## config.mk

```make
export PLATFORM = sky130hd
export DESIGN_NAME = quadrature_step_decoder
export DESIGN_NICKNAME = d
export VERILOG_FILES = /design/src/rtl/quadrature_step_decoder.sv
export SDC_FILE = /design/constraint.sdc
export NUM_CORES = 1
export LEC_CHECK = 0
export ABC_AREA = 1
export BUFFER_PORTS_ARGS = -buffer_cell sky130_fd_sc_hd__buf_2
export CAP_MARGIN = 20
export CORE_UTILIZATION = 50
export DETAILED_ROUTE_END_ITERATION = 8
export GPL_ROUTABILITY_DRIVEN = 0
export GPL_TIMING_DRIVEN = 0
export PLACE_DENSITY = 0.79
export RECOVER_POWER = 25
export SLEW_MARGIN = 20
export SYNTH_ARGS = -nofsm -noshare
export SYNTH_HDL_FRONTEND = slang
export SYNTH_SLANG_ARGS = --single-unit
```

## constraint.sdc

```tcl
create_clock -name Clk -period 1.4 [get_ports Clk]
set_input_delay 0.21 -clock Clk [delete_from_list [all_inputs] [get_ports Clk]]
set_output_delay 0.21 -clock Clk [all_outputs]
set_load 0.005 [all_outputs]
```

## src/rtl/quadrature_step_decoder.sv

```systemverilog
// Quadrature encoder front end: synchronises and glitch-filters channels A/B, decodes the Gray
// sequence into Step/Direction pulses and flags two-bit jumps as StepError.
`timescale 1ns / 1ps

module quadrature_step_decoder #(
    parameter int unsigned FILTER_CYCLES = 4,
    parameter int unsigned COUNT_MODE    = 4,
    parameter int unsigned ERR_CNT_WIDTH = 8
) (
    input  logic                     Clk,
    input  logic                     ResetN,
    input  logic                     Enable,
    input  logic                     ChannelA,
    input  logic                     ChannelB,
    output logic                     Step,
    output logic                     Direction,
    output logic                     StepError,
    output logic [ERR_CNT_WIDTH-1:0] ErrorCount,
    output logic [1:0]               FilteredAB,
    output logic                     Ready
);

    localparam int unsigned FiltW = (FILTER_CYCLES > 1) ? $clog2(FILTER_CYCLES) : 1;
    localparam int unsigned InitW = $clog2(FILTER_CYCLES + 3);
    localparam logic [FiltW-1:0] FiltLast = FiltW'(FILTER_CYCLES - 1);
    localparam logic [InitW-1:0] InitLast = InitW'(FILTER_CYCLES + 2);

    typedef enum logic {StInit, StRun} state_e;

    state_e                   state_q, state_d;
    logic [1:0]               sync1_q, sync2_q;
    logic [InitW-1:0]         init_cnt_q, init_cnt_d;
    logic [FiltW-1:0]         filt_cnt_q [2];
    logic [FiltW-1:0]         filt_cnt_d [2];
    logic [1:0]               filt_q, filt_d;
    logic [1:0]               prev_q, prev_d;
    logic                     step_d, dir_d, err_d;
    logic [ERR_CNT_WIDTH-1:0] err_cnt_d;
    logic [1:0]               fwd_next;
    logic                     changed, both, counted;

    always_ff @(posedge Clk) begin
        if (!ResetN) begin
            sync1_q       <= 2'b00;
            sync2_q       <= 2'b00;
            state_q       <= StInit;
            init_cnt_q    <= '0;
            filt_cnt_q[0] <= '0;
            filt_cnt_q[1] <= '0;
            filt_q        <= 2'b00;
            prev_q        <= 2'b00;
            Step          <= 1'b0;
            Direction     <= 1'b1;
            StepError     <= 1'b0;
            ErrorCount    <= '0;
        end else begin
            sync1_q       <= {ChannelA, ChannelB};
            sync2_q       <= sync1_q;
            state_q       <= state_d;
            init_cnt_q    <= init_cnt_d;
            filt_cnt_q[0] <= filt_cnt_d[0];
            filt_cnt_q[1] <= filt_cnt_d[1];
            filt_q        <= filt_d;
            prev_q        <= prev_d;
            Step          <= step_d;
            Direction     <= dir_d;
            StepError     <= err_d;
            ErrorCount    <= err_cnt_d;
        end
    end

    always_comb begin
        state_d    = state_q;
        init_cnt_d = init_cnt_q;
        filt_d     = filt_q;
        filt_cnt_d = filt_cnt_q;
        prev_d     = filt_q;
        unique case (state_q)
            StInit: begin
                if (init_cnt_q == InitLast) begin
                    filt_d  = sync2_q;
                    state_d = StRun;
                end else begin
                    init_cnt_d = init_cnt_q + 1'b1;
                end
                // Seed the decoder with the captured level so capture itself is not a transition.
                prev_d = filt_d;
            end
            StRun: begin
                for (int i = 0; i < 2; i++) begin
                    if (sync2_q[i] == filt_q[i]) begin
                        filt_cnt_d[i] = '0;
                    end else if (filt_cnt_q[i] == FiltLast) begin
                        filt_d[i]     = sync2_q[i];
                        filt_cnt_d[i] = '0;
                    end else begin
                        filt_cnt_d[i] = filt_cnt_q[i] + 1'b1;
                    end
                end
            end
            default: state_d = StInit;
        endcase
    end

    always_comb begin
        fwd_next = 2'b00;
        case (prev_q)
            2'b00:   fwd_next = 2'b10;
            2'b10:   fwd_next = 2'b11;
            2'b11:   fwd_next = 2'b01;
            default: fwd_next = 2'b00;
        endcase
        changed = (filt_q != prev_q);
        both    = &(filt_q ^ prev_q);
        if (COUNT_MODE == 1) begin
            counted = (filt_q == 2'b00);
        end else if (COUNT_MODE == 2) begin
            counted = (filt_q == 2'b00) || (filt_q == 2'b11);
        end else begin
            counted = 1'b1;
        end

        step_d    = 1'b0;
        dir_d     = Direction;
        err_d     = 1'b0;
        err_cnt_d = ErrorCount;
        // prev_q keeps tracking while disabled, so re-enabling never replays old transitions.
        if (state_q == StRun && Enable && changed) begin
            if (both) begin
                err_d = 1'b1;
                if (ErrorCount != '1) begin
                    err_cnt_d = ErrorCount + 1'b1;
                end
            end else if (counted) begin
                step_d = 1'b1;
                dir_d  = (filt_q == fwd_next);
            end
        end
    end

    assign FilteredAB = filt_q;
    assign Ready      = (state_q == StRun);

endmodule

```

=== Word level (Yosys, flattened, before mapping) ===
Cells that the tools add are included.

* Output and inout bits: 14
* Flip-flop bits (word level): 27
* Word-level logic and storage cells: 61

* Eq/ne operators: 14
* Muxes and demuxes: 16
* Bitwise gates (word level): 4
* Add/subtract/negate cells: 4
* Reductions and logical operators: 10

{| class="wikitable"
|+ Operator list
! operator !! count
|-
| 2-bit 2-to-1 mux || 6
|-
| 2-bit AND reduction || 6
|-
| 8-bit by 1-bit adder with 8-bit output, second input constant || 1
|-
| 2-bit == test, second input constant || 4
|-
| 1-bit 2-to-1 mux || 8
|-
| 8-bit inequality test, second input constant || 1
|-
| 2-bit one-hot mux with 3 select lines || 1
|-
| 2-bit by 1-bit adder with 2-bit output, second input constant || 2
|-
| 2-bit by 1-bit inequality test with 1-bit output, second input constant || 2
|-
| 2-bit inequality test, second input constant || 2
|-
| 2-bit one-hot mux with 2 select lines || 1
|-
| 4-bit AND reduction || 1
|-
| 3-bit by 1-bit adder with 3-bit output, second input constant || 1
|-
| 3-bit == test, second input constant || 1
|-
| 1-bit inverter || 3
|-
| 1-bit == test || 2
|-
| 2-bit == test || 1
|-
| 1-bit logical AND || 2
|-
| 2-bit logical NOT || 1
|-
| 2-bit inequality test || 1
|-
| 2-bit XOR || 1
|}

=== Longest topological paths before layout ===
* Depth in word-level cells: 4
* Mapped depth: 9
* Depth with buffers taken out: 9

=== Worst setup path before layout ===
No wires, ideal clock.

* Kind: reg-to-reg
* Start: register ErrorCount[0]
* End: register ErrorCount[5]
* Data required time: 1.285 ns
* Arrival: 1.186 ns
* Slack: 0.099 ns
* Stages on the path, launching flop included: 10
* Setup time: 0.115 ns
* Buffers on the path: 0
* Cell sequence: dfxtp_1 -> ha_1 -> nand2_1 -> nor2_2 -> nand2_1 -> inv_1 -> nor2_8 -> nand3_1 -> nand2_1 -> nor2_1

* Word-level cells in the longest chain between the ends: 2
* Elaborated cells between the ends (all ways): 3
* Classes of those cells: add/sub (1); eq/ne (1); reduce/logical (1)

{| class="wikitable"
|+ Ends and longest elaborated chain
! element !! RTL line !! RTL
|-
| start, declared || 18 || <nowiki>output logic [ERR_CNT_WIDTH-1:0] ErrorCount,</nowiki>
|-
| start signal, assigned || 68 || <nowiki>ErrorCount <= err_cnt_d;</nowiki>
|-
| parallel branches: the longest is 2 deep, another holds 8-bit by 1-bit adder with 8-bit output || - ||
|}

Parallel ways; which one is timed is not known.
A chain may end at the register's enable or synchronous reset.

=== Worst setup path after layout ===
* Start: register state_q (netlist: Ready)
* End: register ErrorCount[4]

* Word-level cells in the longest chain between the ends: 3

{| class="wikitable"
|+ Ends and longest elaborated chain
! element !! RTL line !! RTL
|-
| start, declared || 30 || <nowiki>state_e state_q, state_d;</nowiki>
|-
| start signal, assigned || 46 || <nowiki>state_q <= StInit;</nowiki>
|-
| start signal, assigned || 59 || <nowiki>state_q <= state_d;</nowiki>
|-
| 1-bit logical AND (2 in series) || 128 || <nowiki>if (state_q == StRun && Enable && changed) begin</nowiki>
|-
| 4-bit AND reduction (no line) || - ||
|}

Every way passes these cells.

==> results.json <==
{
  "drt_first_pass_iters": 4,
  "fin_cells": 234,
  "max_stage_delay_ns": 0.45,
  "clockBufferDepth": 2,
  "initial_core_util": 0.528,
  "crit_chain": "nand2_1 > inv_1 > nand2_4 > nor2_4 > a21oi_1 > nor2_1",
  "regToRegSetupSlack_ns": 0.14,
  "design.die.area_um2": 2830,
  "die_w_um": 53.2,
  "cts_root_buf": "clkbuf_4",
  "reg2regPathDepth": 6,
  "worstReg2RegEnd": "ErrorCount[4]",
  "synth_mux_area_frac": 0,
  "hold_path.startpoint": "ChannelA",
  "maxCapViolations": 0,
  "seq_area_frac_synth": 0.413,
  "clock_skew_ns": 0.00649,
  "cts_tree": "yes",
  "num_vias": 1154,
  "grt_pass1_wl_um": 4080,
  "grt_pass1_vias": 1006,
  "dpl_cell_area_um2": 1440,
  "slew_violations": 0,
  "grt_antenna_before_repair": 0,
  "insertedDiodeCount": 0,
  "clk_latency_ns": 0.31,
  "syn_area_um2": 1310,
  "synthSimpleGateAreaFrac": 0.332,
  "min_period_over_period": 0.903,
  "hold_viol_final": 0,
  "synthToLayoutAreaGrowth_pct": 15.2,
  "dp.cells": 229,
  "cpMaxStageDelayCell": "dfxtp_1",
  "ys_ff_latch": 27,
  "grt_max_degree": 15,
  "crit_arrival_ns": 1.52,
  "drive_above_1_share": 0.201,
  "r2r-start": "Ready",
  "htree_levels": 1,
  "holdPathEnd": "sync1_q[1]",
  "cp.required_ns": 1.66,
  "syn-instance-count": 181,
  "overflow": 0,
  "cp-start-kind": "register",
  "ios": 19,
  "n_fill_cell": 232,
  "rsz0062_at_grt": "no",
  "postCtsSetupBuffers": 0,
  "setup_viol": 0,
  "multi_input_area_um2": 703,
  "vdd_drop_max_mv": 0.500,
  "syn-num-nets": 191,
  "ys_types": 23,
  "worst_slew_pin_slew_ns": 0.415,
  "portBuffers": 18,
  "power_leakage_nw": 0.714,
  "slew_headroom": 0.724,
  "fin_area_um2": 1510,
  "run_status": "finished, final reports clean",
  "ys.warnings.count": 0,
  "wl_per_cell_um": 10.5,
  "cp_max_fo": 6,
  "grt.total_usage": 0.200,
  "finalCoreUtilization": 0.609,
  "max_freq_ghz": 0.791,
  "p_total_w": 0.00123,
  "drtIter0Drc": 18,
  "synthXorXnorAreaFrac": 0.0201,
  "vias_per_cell": 4.93,
  "avgSynthCellArea_um2": 7.23,
  "drc": 0,
  "ant_nets": 0,
  "place_hpwl_um": 1840,
  "cts_made_buffers": 3,
  "cts_sinks": 27,
  "rows": 18,
  "powerDensity_nw_per_um2": 816,
  "hp-class": "in -> reg",
  "synth_compound_area_frac": 0.107,
  "core_area_um2": 2480,
  "synth_fa_ha_area_frac": 0.0478,
  "postCtsHoldBufs": 0,
  "cp-end-kind": "register",
  "nNetsFinal": 215,
  "finalSetupTns_ns": 0,
  "criticalPathCategory": "reg -> reg",
  "seqCellArea_um2": 549,
  "finalCriticalPeriod_ns": 1.26,
  "die_h_um": 53.2,
  "synth_top_family_by_area": "simple AND/OR/NAND/NOR gates",
  "wl_um": 2460,
  "clk_pin_slew_worst_paths_ns": 0.14,
  "hold_depth": 3
}
## critical path, delay by kind of cell, from the launching register on
kind / cells / cell delay [ns]
DFF: 1 / 0.45
and+or+nand+nor: 4 / 0.50
AOI/OAI and AO/OA: 1 / 0.08
buffers and inverters: 1 / 0.18
## per-stage QoR
stage | setup slack [ns] | hold WS, ns
floorplan | 0.0992 | 0.308
global placement | 0.0129 | 0.390
detailed placement | -0.0209 | 0.396
CTS | 0.0436 | 0.0601
global route | 0.00106 | 0.0648
finish | 0.136 | 0.0653
## layout by cell type, fill, tap and decap left out
| master | n |
|---|---|
| a21oi_2 | 1 |
| nand3_1 | 9 |
| o21ai_1 | 1 |
| ha_4 | 1 |
| nand2_2 | 4 |
| nand3_2 | 1 |
| nor3_1 | 3 |
| nand2_1 | 43 |
| clkbuf_4 | 3 |
| xnor2_1 | 1 |
| dfxtp_4 | 1 |
| inv_1 | 20 |
| o21ai_0 | 9 |
| nand4_4 | 1 |
| clkbuf_1 | 8 |
| nor2_8 | 1 |
| a21oi_1 | 17 |
| xor2_1 | 2 |
| nor2_4 | 2 |
| nand2_4 | 4 |
| dfxtp_2 | 4 |
| nor2_1 | 23 |
| inv_2 | 2 |
| dfxtp_1 | 22 |
| and3_1 | 1 |
| inv_4 | 2 |
| buf_2 | 14 |
| ha_1 | 4 |
## per-layer routing
layer  track usage  up-vias  share of wire
met3        0.0259        4          0.037
met4        0.0921        0          0.014
met2         0.342       18           0.48
met5             0        -              0
li1              -      617              -
met1         0.248      515           0.47
## cell type report
cell class | count | area share
plain buffers | 3 | 0.00747
clock buffers | 4 | 0.0174
inverters | 24 | 0.0631
multi-input cells | 128 | 0.466
flip-flops and latches | 27 | 0.364
well taps | 30 | 0.0249
repair buffers | 18 | 0.0564
## cells in the mapped netlist, drive strengths merged
library cell	n	area, µm²
nand2	51	224
nand3	10	55.1
inv	24	92.6
nor2	25	113
buf	1	5.00
o21ai	10	50.0
clkbuf	2	7.51
xor2	2	17.5
and3	1	6.26
a21oi	18	90.1
dfxtp	27	541
xnor2	1	8.76
ha	5	62.6
nand4	1	21.3
nor3	3	15.0
## how the worst max path moves through the flow
stage | from | end | slack (ns) | cells past startpoint
2_1_floorplan | ErrorCount[0] | ErrorCount[5] | 0.1 | 9
3_3_place_gp | ErrorCount[0] | ErrorCount[4] | 0.01 | 9
3_5_place_dp | ErrorCount[0] | ErrorCount[6] | -0.02 | 8
4_1_cts | ErrorCount[1] | ErrorCount[6] | 0.04 | 8
5_1_grt | Ready | FilteredAB[0] | 0.001 | 4
6_report | Ready | ErrorCount[4] | 0.14 | 6
## state kept, by name (all words and copies together) (netlist names)
register	flops
ErrorCount	8
Direction	1
FilteredAB	2
StepError	1
prev_q	2
sync2_q	2
init_cnt_q	3
filt_cnt_q	4
Step	1
sync1_q	2
Ready	1
## kinds of logic (layout without fill, tap and decap cells)
group	after synthesis	in the layout
AOI/OAI and AO/OA	28	28
xor gates and xnor gates	3	3
adders and majority gates	5	5
buffers and inverters	27	49
DFF	27	27
and+or+nand+nor	91	92
## repair_timing
item	CTS	global route
gates cloned	0	1
setup endpoints to repair	5	9
pin swaps	0	4
resized for setup	3	12
## where the power goes
group	leakage, nW	total [W]	internal [W]	switching [W]
combinational	0.478	0.000101	0.0000371	0.0000636
sequential	0.222	0.000805	0.000788	0.0000172
clock	0.0150	0.000324	0.000111	0.000213
No activity file was read; power rests on OpenSTA's default activity.
